**src/rtl/pe_net_seq_ctrl.sv**
```systemverilog
// Sequencer for the PE_net systolic array: weight load, control-word config, frame streaming.
// Optional PE_NET_SEQ_KEEPW_EN adds keep_w_i, letting a start skip the weight load.
module pe_net_seq_ctrl #(
  parameter int unsigned ROW_SIZE = 8,
  parameter int unsigned N        = 4,
  parameter int unsigned M        = 4,
  parameter int unsigned CL_IN    = 4,
  parameter int unsigned CL1      = 2,
  parameter int unsigned LINES    = 16,
  parameter int unsigned W_CYC    = 9,
  parameter int unsigned AW       = 4,
  parameter int unsigned TMO      = 255
) (
  input  logic                      clk_i,
  input  logic                      rst_ni,
  input  logic                      start_i,
  input  logic                      abort_i,
  output logic                      busy_o,
  output logic                      done_o,
  output logic                      err_o,
  output logic                      cfg_rd_o,
  output logic [AW-1:0]             cfg_addr_o,
  input  logic [ROW_SIZE*M-1:0]     cfg_rdata_i,
  input  logic [ROW_SIZE*CL_IN-1:0] ctl_ch_i,
  input  logic [ROW_SIZE*CL_IN-1:0] ctl_bp_ch_i,
  input  logic [ROW_SIZE*CL1-1:0]   ctl_bp_src_i,
  input  logic                      src_valid_i,
  output logic                      src_ready_o,
  input  logic [ROW_SIZE*N-1:0]     src_data_i,
  output logic [ROW_SIZE*N-1:0]     net_d_in_o,
  output logic [ROW_SIZE-1:0]       net_en_in_o,
  output logic [ROW_SIZE*M-1:0]     net_w_in_o,
  output logic                      net_w_conf_o,
  output logic                      net_cntl_conf_o,
  output logic [ROW_SIZE*CL_IN-1:0] net_d_ch_o,
  output logic [ROW_SIZE*CL_IN-1:0] net_bp_ch_o,
  output logic [ROW_SIZE*CL1-1:0]   net_bp_src_o,
`ifdef PE_NET_SEQ_KEEPW_EN
  input  logic                      keep_w_i,
`endif
  input  logic [ROW_SIZE-1:0]       net_en_out_i
);

  localparam int unsigned Frame = LINES * LINES;
  localparam int unsigned InW   = $clog2(Frame);
  localparam int unsigned OutW  = $clog2(Frame + 1);
  localparam int unsigned WcW   = $clog2(W_CYC + 1);
  localparam int unsigned TmoW  = $clog2(TMO + 1);

  localparam logic [InW-1:0]  InLast  = InW'(Frame - 1);
  localparam logic [OutW-1:0] OutFull = OutW'(Frame);
  localparam logic [WcW-1:0]  WcLast  = WcW'(W_CYC);
  localparam logic [WcW-1:0]  RdLast  = WcW'(W_CYC - 1);
  localparam logic [TmoW-1:0] TmoLast = TmoW'(TMO - 1);

  typedef enum logic [2:0] {StIdle, StWload, StCconf, StStream, StDrain} state_e;

  state_e                    state_q;
  logic                      busy_q, done_q, err_q, cfg_rd_q, src_ready_q;
  logic                      w_conf_q, cntl_conf_q;
  logic [AW-1:0]             cfg_addr_q;
  logic [ROW_SIZE*N-1:0]     d_in_q;
  logic [ROW_SIZE-1:0]       en_in_q;
  logic [ROW_SIZE*M-1:0]     w_in_q;
  logic [ROW_SIZE*CL_IN-1:0] ch_q, bp_ch_q, net_ch_q, net_bp_ch_q;
  logic [ROW_SIZE*CL1-1:0]   bp_src_q, net_bp_src_q;
  logic [InW-1:0]            in_cnt_q;
  logic [OutW-1:0]           out_cnt_q;
  logic [WcW-1:0]            wcnt_q;
  logic [TmoW-1:0]           tmo_q;
  logic                      keep_w;

`ifdef PE_NET_SEQ_KEEPW_EN
  assign keep_w = keep_w_i;
`else
  assign keep_w = 1'b0;
`endif

  // Only lane 0 of the array's enable chain marks a finished output.
  logic unused_en;
  assign unused_en = ^net_en_out_i[ROW_SIZE-1:1];

  always_ff @(posedge clk_i or negedge rst_ni) begin
    if (!rst_ni) begin
      state_q      <= StIdle;
      busy_q       <= 1'b0;
      done_q       <= 1'b0;
      err_q        <= 1'b0;
      cfg_rd_q     <= 1'b0;
      cfg_addr_q   <= '0;
      src_ready_q  <= 1'b0;
      w_conf_q     <= 1'b0;
      cntl_conf_q  <= 1'b0;
      d_in_q       <= '0;
      en_in_q      <= '0;
      w_in_q       <= '0;
      ch_q         <= '0;
      bp_ch_q      <= '0;
      bp_src_q     <= '0;
      net_ch_q     <= '0;
      net_bp_ch_q  <= '0;
      net_bp_src_q <= '0;
      in_cnt_q     <= '0;
      out_cnt_q    <= '0;
      wcnt_q       <= '0;
      tmo_q        <= '0;
    end else begin
      done_q      <= 1'b0;
      cfg_rd_q    <= 1'b0;
      w_conf_q    <= 1'b0;
      cntl_conf_q <= 1'b0;
      en_in_q     <= '0;
      if ((state_q == StStream || state_q == StDrain) && net_en_out_i[0] &&
          out_cnt_q != OutFull) begin
        out_cnt_q <= out_cnt_q + OutW'(1);
      end
      if (abort_i) begin
        state_q     <= StIdle;
        busy_q      <= 1'b0;
        src_ready_q <= 1'b0;
      end else begin
        unique case (state_q)
          StIdle: begin
            if (start_i) begin
              ch_q      <= ctl_ch_i;
              bp_ch_q   <= ctl_bp_ch_i;
              bp_src_q  <= ctl_bp_src_i;
              err_q     <= 1'b0;
              busy_q    <= 1'b1;
              in_cnt_q  <= '0;
              out_cnt_q <= '0;
              wcnt_q    <= '0;
              tmo_q     <= '0;
              if (keep_w) begin
                state_q <= StCconf;
              end else begin
                state_q    <= StWload;
                cfg_rd_q   <= 1'b1;
                cfg_addr_q <= '0;
              end
            end
          end
          StWload: begin
            if (wcnt_q < RdLast) begin
              cfg_rd_q   <= 1'b1;
              cfg_addr_q <= AW'(wcnt_q + WcW'(1));
            end
            // Read data for address wcnt_q-1 is on cfg_rdata_i this cycle.
            if (wcnt_q != '0) begin
              w_conf_q <= 1'b1;
              w_in_q   <= cfg_rdata_i;
            end
            if (wcnt_q == WcLast) state_q <= StCconf;
            else                  wcnt_q  <= wcnt_q + WcW'(1);
          end
          StCconf: begin
            cntl_conf_q  <= 1'b1;
            net_ch_q     <= ch_q;
            net_bp_ch_q  <= bp_ch_q;
            net_bp_src_q <= bp_src_q;
            src_ready_q  <= 1'b1;
            state_q      <= StStream;
          end
          StStream: begin
            if (src_valid_i && src_ready_q) begin
              d_in_q  <= src_data_i;
              en_in_q <= '1;
              if (in_cnt_q == InLast) begin
                src_ready_q <= 1'b0;
                state_q     <= StDrain;
              end else begin
                in_cnt_q <= in_cnt_q + InW'(1);
              end
            end
          end
          StDrain: begin
            if (out_cnt_q == OutFull) begin
              done_q  <= 1'b1;
              busy_q  <= 1'b0;
              state_q <= StIdle;
            end else if (tmo_q == TmoLast) begin
              err_q   <= 1'b1;
              done_q  <= 1'b1;
              busy_q  <= 1'b0;
              state_q <= StIdle;
            end else begin
              tmo_q <= tmo_q + TmoW'(1);
            end
          end
          default: state_q <= StIdle;
        endcase
      end
    end
  end

  assign busy_o          = busy_q;
  assign done_o          = done_q;
  assign err_o           = err_q;
  assign cfg_rd_o        = cfg_rd_q;
  assign cfg_addr_o      = cfg_addr_q;
  assign src_ready_o     = src_ready_q;
  assign net_d_in_o      = d_in_q;
  assign net_en_in_o     = en_in_q;
  assign net_w_in_o      = w_in_q;
  assign net_w_conf_o    = w_conf_q;
  assign net_cntl_conf_o = cntl_conf_q;
  assign net_d_ch_o      = net_ch_q;
  assign net_bp_ch_o     = net_bp_ch_q;
  assign net_bp_src_o    = net_bp_src_q;

endmodule

```
**config.mk**
```make
export PLATFORM = sky130hd
export DESIGN_NAME = pe_net_seq_ctrl
export DESIGN_NICKNAME = d
export VERILOG_FILES = /design/src/rtl/pe_net_seq_ctrl.sv
export SDC_FILE = /design/constraint.sdc
export NUM_CORES = 1
export LEC_CHECK = 0
export CAP_MARGIN = 10
export CORE_ASPECT_RATIO = 0.5
export CORE_UTILIZATION = 30
export CTS_CLUSTER_SIZE = 16
export DETAILED_ROUTE_END_ITERATION = 12
export RECOVER_POWER = 100
export SLEW_MARGIN = 25
export SYNTH_ARGS = -nofsm -noshare
export SYNTH_HDL_FRONTEND = slang
export SYNTH_SLANG_ARGS = --single-unit
```
**constraint.sdc**
```tcl
create_clock -name clk_i -period 3 [get_ports clk_i]
set_input_delay 0.3 -clock clk_i [delete_from_list [all_inputs] [get_ports clk_i]]
set_output_delay 0.3 -clock clk_i [all_outputs]
set_load 0.01 [all_outputs]
```
==> summary.md, run 1 <==
The flow ran to the end, and the final reports show no timing, DRC or antenna violations. The critical path goes through nor2_1 > and3_1 > a21oi_1 > o21ai_0 > o21ai_0. In this run the worst path has a maximum fanout of 22.

In this run the clock root is driven by a sky130_fd_sc_hd__clkbuf_16. The synthesis-to-finish area growth came out at 40.9%. The tools report the H-tree level count as 1.

The number of max-capacitance violations reported was 0. The clock passes through at most 3 buffers. For the headroom to the max-slew limit, the log shows 1.27%. The floorplan has 48 rows.

The average size of a mapped cell is 11.4 um2, and the share of layout cells above drive strength 1 is 11.7%. I/O pin total: 320. The run gives 0.48 ns as the register-to-register setup slack.

Once layout is complete, the cells apart from fillers number 1753. The first-pass iteration count of the detailed router is 4, and the number of antenna-violating nets in the routed design is 0. Entering global routing, the biggest net connects 104 pins. The number of global-route vias before repair was 8148; the final period demand of the worst path was 2.52 ns.

The run gives 20600 um as the placed wire-length estimate. At the pin with the least slew margin, the transition time is 1.48 ns. The horizontal die dimension is 271 um, and the number of buffers inserted during clock tree synthesis is 26. The tools report the endpoint with the worst hold slack as net_d_in_o[19]. The height of the chip was 136 um. Later-pin clock latency in the skew report: 0.54 ns. The first routing iteration left 381 violations. The tools report the worst flop-to-flop path startpoint as state_q[0]. The sink count of the clock tree is 268. The clock-pin transition on the worst setup and hold timing paths works out to 0.07 ns. The detail-routed net length per standard cell was 16.4 um.

The main flop type after synthesis is sky130_fd_sc_hd__dfrtp_1. Slowest cell on the critical path: sky130_fd_sc_hd__and3_1. The number of cells traversed by the worst register-to-register path was 5; the part of the cycle the worst path needs was 83.9%. STA classifies the critical path startpoint as a flip-flop.

Dividing total power by cell area gives a power density of 872 nW/um2. The tools report the arrival time at the worst endpoint as 2.93 ns. The core region area is 35000 um2.

The largest clock skew in the final design was 0.0106 ns. The launch point of the worst hold path is src_data_i[19]. The static leakage was 7.38 nW. The via total after detailed routing is 7860.

The category of the most critical setup path was reg2reg. The number of pins exceeding their max-slew limit in the final report was 0. TritonCTS built the clock tree.

The repair_antennas step left the layout with diodes totalling 0. Number of port buffers: 312. The worst hold path was traced through 3 stages. The min-delay analysis places its worst path in the category in2reg. In this run, synthesis inferred 0 flip-flops with an integrated enable. Routability-driven placement finished with a final weighted congestion of 0.801. The tools report the capture instance of the worst register-to-register path as in_cnt_q[4].

In this run, placement finished with an instance count of 1705. The run gives 0 as the count of synthesis-stage warnings from yosys. The run gives 0 ns as the setup TNS after final layout.

The logs give 0 for the number of hold violations in the final report and 45600 um for the wire length of the first global-routing pass. Synthesis instantiated 54 different standard cells from the library. The final layout contains routed wiring with a total length of 28700 um. For the post-cts gate resize count, the log shows 0.

The tools report the initial antenna violation count as 1. The remaining global-route overflow is 0, and the cell area after technology mapping is 10800 um2. The number of nets produced by synthesis is 1118, and the setup-violating endpoint count in the final report is 0. Summing the sequential cell areas from Yosys gives 62.0% of the chip area. For the total routing resource utilization after global routing, the log shows 15.4%. The maximum frequency from static timing analysis came out at 397 MHz. The maximum vdd drop came out at 0.442 mV.

The post-synthesis register bit count was 268; the average vias per placed instance was 4.48. After technology mapping, the gate count stands at 953. Counting stages on the worst path, the most repeated cell is sky130_fd_sc_hd__o21ai_0. The worst hold margin is 0.286 ns.

The die covers 36900 um2. Setup repair after global routing left no endpoint under its margin. The worst setup path is captured at a flip-flop. For this run, the post-layout net count is 1424. Share of synthesized registers carrying an async set or reset: 100%. At the worst endpoint, the required time is 3.41 ns.

For this run, the slowest stage of the critical path takes 0.93 ns. The effective utilization at floorplan was 30.9%; the number of DRC violations after detailed routing was 0.
-- logic make-up after synthesis --
| kind of cell | synth area share [%] |
|---|---|
| muxes | 13.0 |
| xor gates and xnor gates | 0.891 |
| and+or+nand+nor | 17.0 |
| buffers and inverters | 2.91 |
| adders and majority gates | 0.925 |
| AOI/OAI and AO/OA | 3.34 |
| DFF | 62.0 |
-- power breakdown --
part           internal [mW]  total (mW)  switching, mW
Clock                   2.20        3.60           1.40
Sequential              4.96        5.68          0.723
Combinational           2.13        4.02           1.89
-- cell usage in the layout (no fill, tap or decap), types with 4 or more instances in the layout --
cell                              instances
sky130_fd_sc_hd__ha_1                     8
sky130_fd_sc_hd__buf_12                   5
sky130_fd_sc_hd__o21ai_1                  5
sky130_fd_sc_hd__mux2_2                  79
sky130_fd_sc_hd__nand3_1                  9
sky130_fd_sc_hd__buf_4                    4
sky130_fd_sc_hd__or3_1                    5
sky130_fd_sc_hd__a21oi_1                 12
sky130_fd_sc_hd__nand2_1                356
sky130_fd_sc_hd__bufinv_16                5
sky130_fd_sc_hd__dfrtp_1                268
sky130_fd_sc_hd__nor2_1                  22
sky130_fd_sc_hd__nand4_1                  9
sky130_fd_sc_hd__clkdlybuf4s50_1        148
sky130_fd_sc_hd__o21ai_0                 21
sky130_fd_sc_hd__xor2_1                   8
sky130_fd_sc_hd__clkbuf_1                 5
sky130_fd_sc_hd__and3_1                   5
sky130_fd_sc_hd__clkbuf_2                 5
sky130_fd_sc_hd__inv_1                   13
sky130_fd_sc_hd__clkbuf_16               27
sky130_fd_sc_hd__clkbuf_8                 5
sky130_fd_sc_hd__dlygate4sd3_1          164
sky130_fd_sc_hd__a31oi_1                  4
sky130_fd_sc_hd__mux2_1                  34
-- repair_timing --
item / in CTS / in global routing
hold buffers: 1 / 0
endpoints found under the hold margin: 99 / 0
setup buffers: 0 / 0
-- Yosys cell counts, types with 5 or more instances --
cell                       instances  area, um2
sky130_fd_sc_hd__a21oi_1          12       60.1
sky130_fd_sc_hd__and3_1            5       31.3
sky130_fd_sc_hd__buf_1             6       22.5
sky130_fd_sc_hd__buf_2            21        105
sky130_fd_sc_hd__buf_4             9       67.6
sky130_fd_sc_hd__clkbuf_1         10       37.5
sky130_fd_sc_hd__dfrtp_1         268       6710
sky130_fd_sc_hd__ha_1              8        100
sky130_fd_sc_hd__inv_1            13       48.8
sky130_fd_sc_hd__mux2_1            6       67.6
sky130_fd_sc_hd__mux2_2           79        890
sky130_fd_sc_hd__mux2_4           29        435
sky130_fd_sc_hd__nand2_1         356       1340
sky130_fd_sc_hd__nand3_1           9       45.0
sky130_fd_sc_hd__nand4_1           9       56.3
sky130_fd_sc_hd__nor2_1           21       78.8
sky130_fd_sc_hd__o21ai_0          17       85.1
sky130_fd_sc_hd__o21ai_1           9       45.0
sky130_fd_sc_hd__or3_1             5       31.3
sky130_fd_sc_hd__xor2_1            8       70.1
-- metal layers --
metal  up-vias  wire length [um]  GRT usage, %
li1       3733                 -             -
met1      3974             12000          19.2
met2        98             15300          28.1
met3        53               636          1.85
met4         2               826          4.49
met5         -                13             0
-- worst max-delay path by stage --
stage / startpoint / end / slack (ns) / cells past startpoint
detailed placement: abort_i / in_cnt_q[7] / 0.56 / 8
global route: state_q[0] / in_cnt_q[4] / 0.27 / 5
global placement: abort_i / in_cnt_q[7] / 0.70 / 8
finish: state_q[0] / in_cnt_q[4] / 0.48 / 5
CTS: state_q[0] / net_w_in_o[31] / 0.65 / 4
floorplan: wcnt_q[0] / net_w_in_o[10] / 1.19 / 5
-- registers in the layout, summed over array words and instances, names as in the netlist, 8 cells and up --
| register | cells |
|---|---|
| net_w_in_o | 32 |
| in_cnt_q | 8 |
| bp_ch_q | 32 |
| ch_q | 32 |
| net_bp_ch_o | 32 |
| net_d_ch_o | 32 |
| net_d_in_o | 32 |
| out_cnt_q | 9 |
| net_bp_src_o | 16 |
| bp_src_q | 16 |
| tmo_q | 8 |
-- worst max-delay path, delay by kind of cell (launching register included) --
kind / cells / cell delay, ns
compound gates: 3 / 0.54
flops: 1 / 0.59
simple gates: 2 / 1.25
-- through the flow --
stage	setup WS (ns)	area, um2	util, %	power (mW)
floorplan	1.19	10800	-	7.83
global placement	0.701	14500	41.4	10.2
detailed placement	0.561	14500	41.4	10.4
CTS	0.647	15400	44.1	14.1
global route	0.274	15200	43.6	14.1
finish	0.483	15200	43.6	13.3
-- cell type report --
class | instances | area, um2
multi-input cells | 623 | 3670
well taps | 475 | 594
flip-flops and latches | 268 | 6710
repair buffers | 327 | 3290
clock buffers | 37 | 763
inverters | 13 | 48.8
clock inverters | 10 | 180
fillers | 3304 | 19700
Power figures use the tool's default switching activity.
==> run 2: changes to the inputs <==
==> constraint.sdc (replaced) <==
create_clock -name clk_i -period 2.25 [get_ports clk_i]
set_input_delay 0.225 -clock clk_i [delete_from_list [all_inputs] [get_ports clk_i]]
set_output_delay 0.225 -clock clk_i [all_outputs]
set_load 0.01 [all_outputs]
==> run 2 against run 1 <==
- clock skew grew 0.00080 ns
- cell area is 0.11% lower
- critical path depth unchanged
- highest routed layer is now met4
- first-iteration DRC count shrank 12%
- count of clock-buffer cells in the layout decreased by 2
- sequential power increased by 33%
- via count is essentially flat
==> summary.md, run 2 (synthesized netlist as in run 1, its figures left out) <==
The tree is rooted in a sky130_fd_sc_hd__clkbuf_16. Leaving out fill and tap cells, the most frequent cell in the layout is sky130_fd_sc_hd__nand2_1. The setup-violating endpoint count in the final report is 0, and the I/O pin total is 320. The die covers 36900 um2. The tools report the global placement routability congestion as 0.800. Row count: 48. The tools report the total of hold buffers inserted after clock tree synthesis as 1. The tools report the effective utilization at floorplan as 30.9%. The sink count of the clock tree was 268.

The number of buffers on the longest clock path came out at 3. Setup repair after global routing left no endpoint under its margin. The worst setup path is captured at a flip-flop. Summing all non-filler instances in the final layout gives an area of 15200 um2. The logs give 0 for the number of antenna-violating nets in the routed design and 26 for the number of buffers inserted during clock tree synthesis. The class of the tightest hold or removal check is in2reg. The data required time at the worst endpoint was 2.66 ns; the detail-routed net length per standard cell was 16.4 um.

After legalization and detailed placement, the total HPWL measured 20600 um. By startpoint and endpoint, the worst setup path is classified as reg2reg. The placed standard-cell area is 14600 um2, and the number of max-capacitance violations reported is 0. In this run, post-CTS repair resized a total of 0 instances.

The run gives 1 as the initial antenna violation count. In the finished design, the share of the clock period the worst path needs comes to 91.6%. In the layout the commonest cells are 356 x sky130_fd_sc_hd__nand2_1, 268 x sky130_fd_sc_hd__dfrtp_1, 164 x sky130_fd_sc_hd__dlygate4sd3_1, 148 x sky130_fd_sc_hd__clkdlybuf4s50_1, 79 x sky130_fd_sc_hd__mux2_2.

The tools report the number of global-route vias before repair as 8169. The run gives 0 as the number of pins exceeding their max-slew limit in the final report. For the post-CTS setup buffer count, the log shows 0. In this run the vertical extent of the chip is 136 um.

After clock tree synthesis, the clock-pin slew on the worst setup and hold paths is 0.07 ns. The run gives 0.242 ns as the pre-CTS setup slack. The final layout contains routed wiring with a total length of 28900 um.

The tools report the total routing resource utilization after global routing as 15.5%. The number of port buffers was 312; the later-pin clock latency in the skew report was 0.54 ns. The maximum frequency from static timing analysis was 485 MHz; the horizontal die dimension was 271 um. For this run the aggregate overflow at the end of global routing stands at 0. The synthesis-to-finish area growth works out to 40.8%. The core region area is 35000 um2, and the total power consumption of the routed design is 17.5 mW. The arrival time at the worst endpoint was 2.47 ns. The worst path meets setup with 0.188 ns of slack.

After detailed routing, the number of remaining DRC violations is 0. Entering global routing, the biggest net connects 81 pins. For this design the ratio of total power to cell area is 1150 nW/um2.

For this design the static power due to leakage is 7.38 nW. The first-iteration detailed-routing DRC count was 334; the first-pass iteration count of the detailed router was 4. The logs give 0.518 mV for the maximum vdd drop and 0 for the number of hold violations in the final report. Of all nets on the critical path, the largest fanout is 11.

The flow ran to the end, and the final reports show no timing, DRC or antenna violations. The net count of the finished layout is 1435. The wire length of the first global-routing pass was 45600 um; the final period demand of the worst path was 2.06 ns. Cells with a size suffix above 1 make up 12.4% of the layout.

The tools report the setup TNS after final layout as 0 ns. The run gives 0.19 ns as the register-to-register setup slack. Headroom to the max-slew limit came out at 28.2%. The via total after detailed routing was 7866. TritonCTS built the clock tree.

STA classifies the critical path startpoint as a flip-flop. For the pin with the worst max-slew slack, the measured transition is 1.08 ns. The logs give 1 for the H-tree level count and 0.0114 ns for the largest clock skew in the final design.

Using the TritonRoute via totals, the vias-per-cell ratio works out to 4.46.
run 2: changes by cell type in the layout (fill, tap and decap cells not counted), sizes merged:
cell	change
bufinv	-3
clkbuf	+2
clkinv	+2
clkinvlp	+3
buf	+7
diode	+1
run 2: critical path, cell delays in order (launching register included):
cell                      delay (ns)
sky130_fd_sc_hd__dfrtp_1        0.50
sky130_fd_sc_hd__or3b_1         0.53
sky130_fd_sc_hd__or3_1          0.46
sky130_fd_sc_hd__nand4_1        0.24
sky130_fd_sc_hd__or3_1          0.15
sky130_fd_sc_hd__a21oi_1        0.06
run 2: layout make-up:
cell class                 count  area (um2)
antenna                        1        2.50
multi-input combinational    623        3650
sequential                   268        6710
tap                          475         594
inverter                      13        48.8
timing repair buffer         338        3340
clock buffer                  35         756
clock inverter                12         130
fill                        3291       19700
run 2: per-layer routing:
metal	GRT usage, %	part of all wire, %	vias to the layer above
li1	-	-	3757
met1	19.3	41	3947
met2	27.9	53	103
met3	1.96	2.6	59
met5	0	0	-
met4	5.34	3.5	0
run 2: final timing paths:
check / startpoint / to / depth (start not counted)
worst min-delay path: src_data_i[29] / net_d_in_o[29] / 3
min in group asynchronous: rst_ni / net_d_in_o[1] / 2
max in group asynchronous: rst_ni / bp_ch_q[6] / 3
worst min register to register: net_d_in_o[3] / net_d_in_o[3] / 2
worst max-delay path: state_q[0] / tmo_q[3] / 5
worst max register to register: state_q[0] / tmo_q[3] / 5
run 2: where the power goes:
part,switching (mW),internal [mW]
clock,1.91,2.60
sequential,0.922,6.61
combinational,2.58,2.87
run 2: through the flow:
step / hold slack (ns) / instances / utilization, %
2_1_floorplan: -0.0706 / 953 / -
5_1_grt: 0.200 / 1765 / 43.6
6_report: 0.214 / 1765 / 43.6
4_1_cts: 0.186 / 1764 / 44.2
3_3_place_gp: 0.265 / 1716 / 41.7
3_5_place_dp: 0.273 / 1716 / 41.7
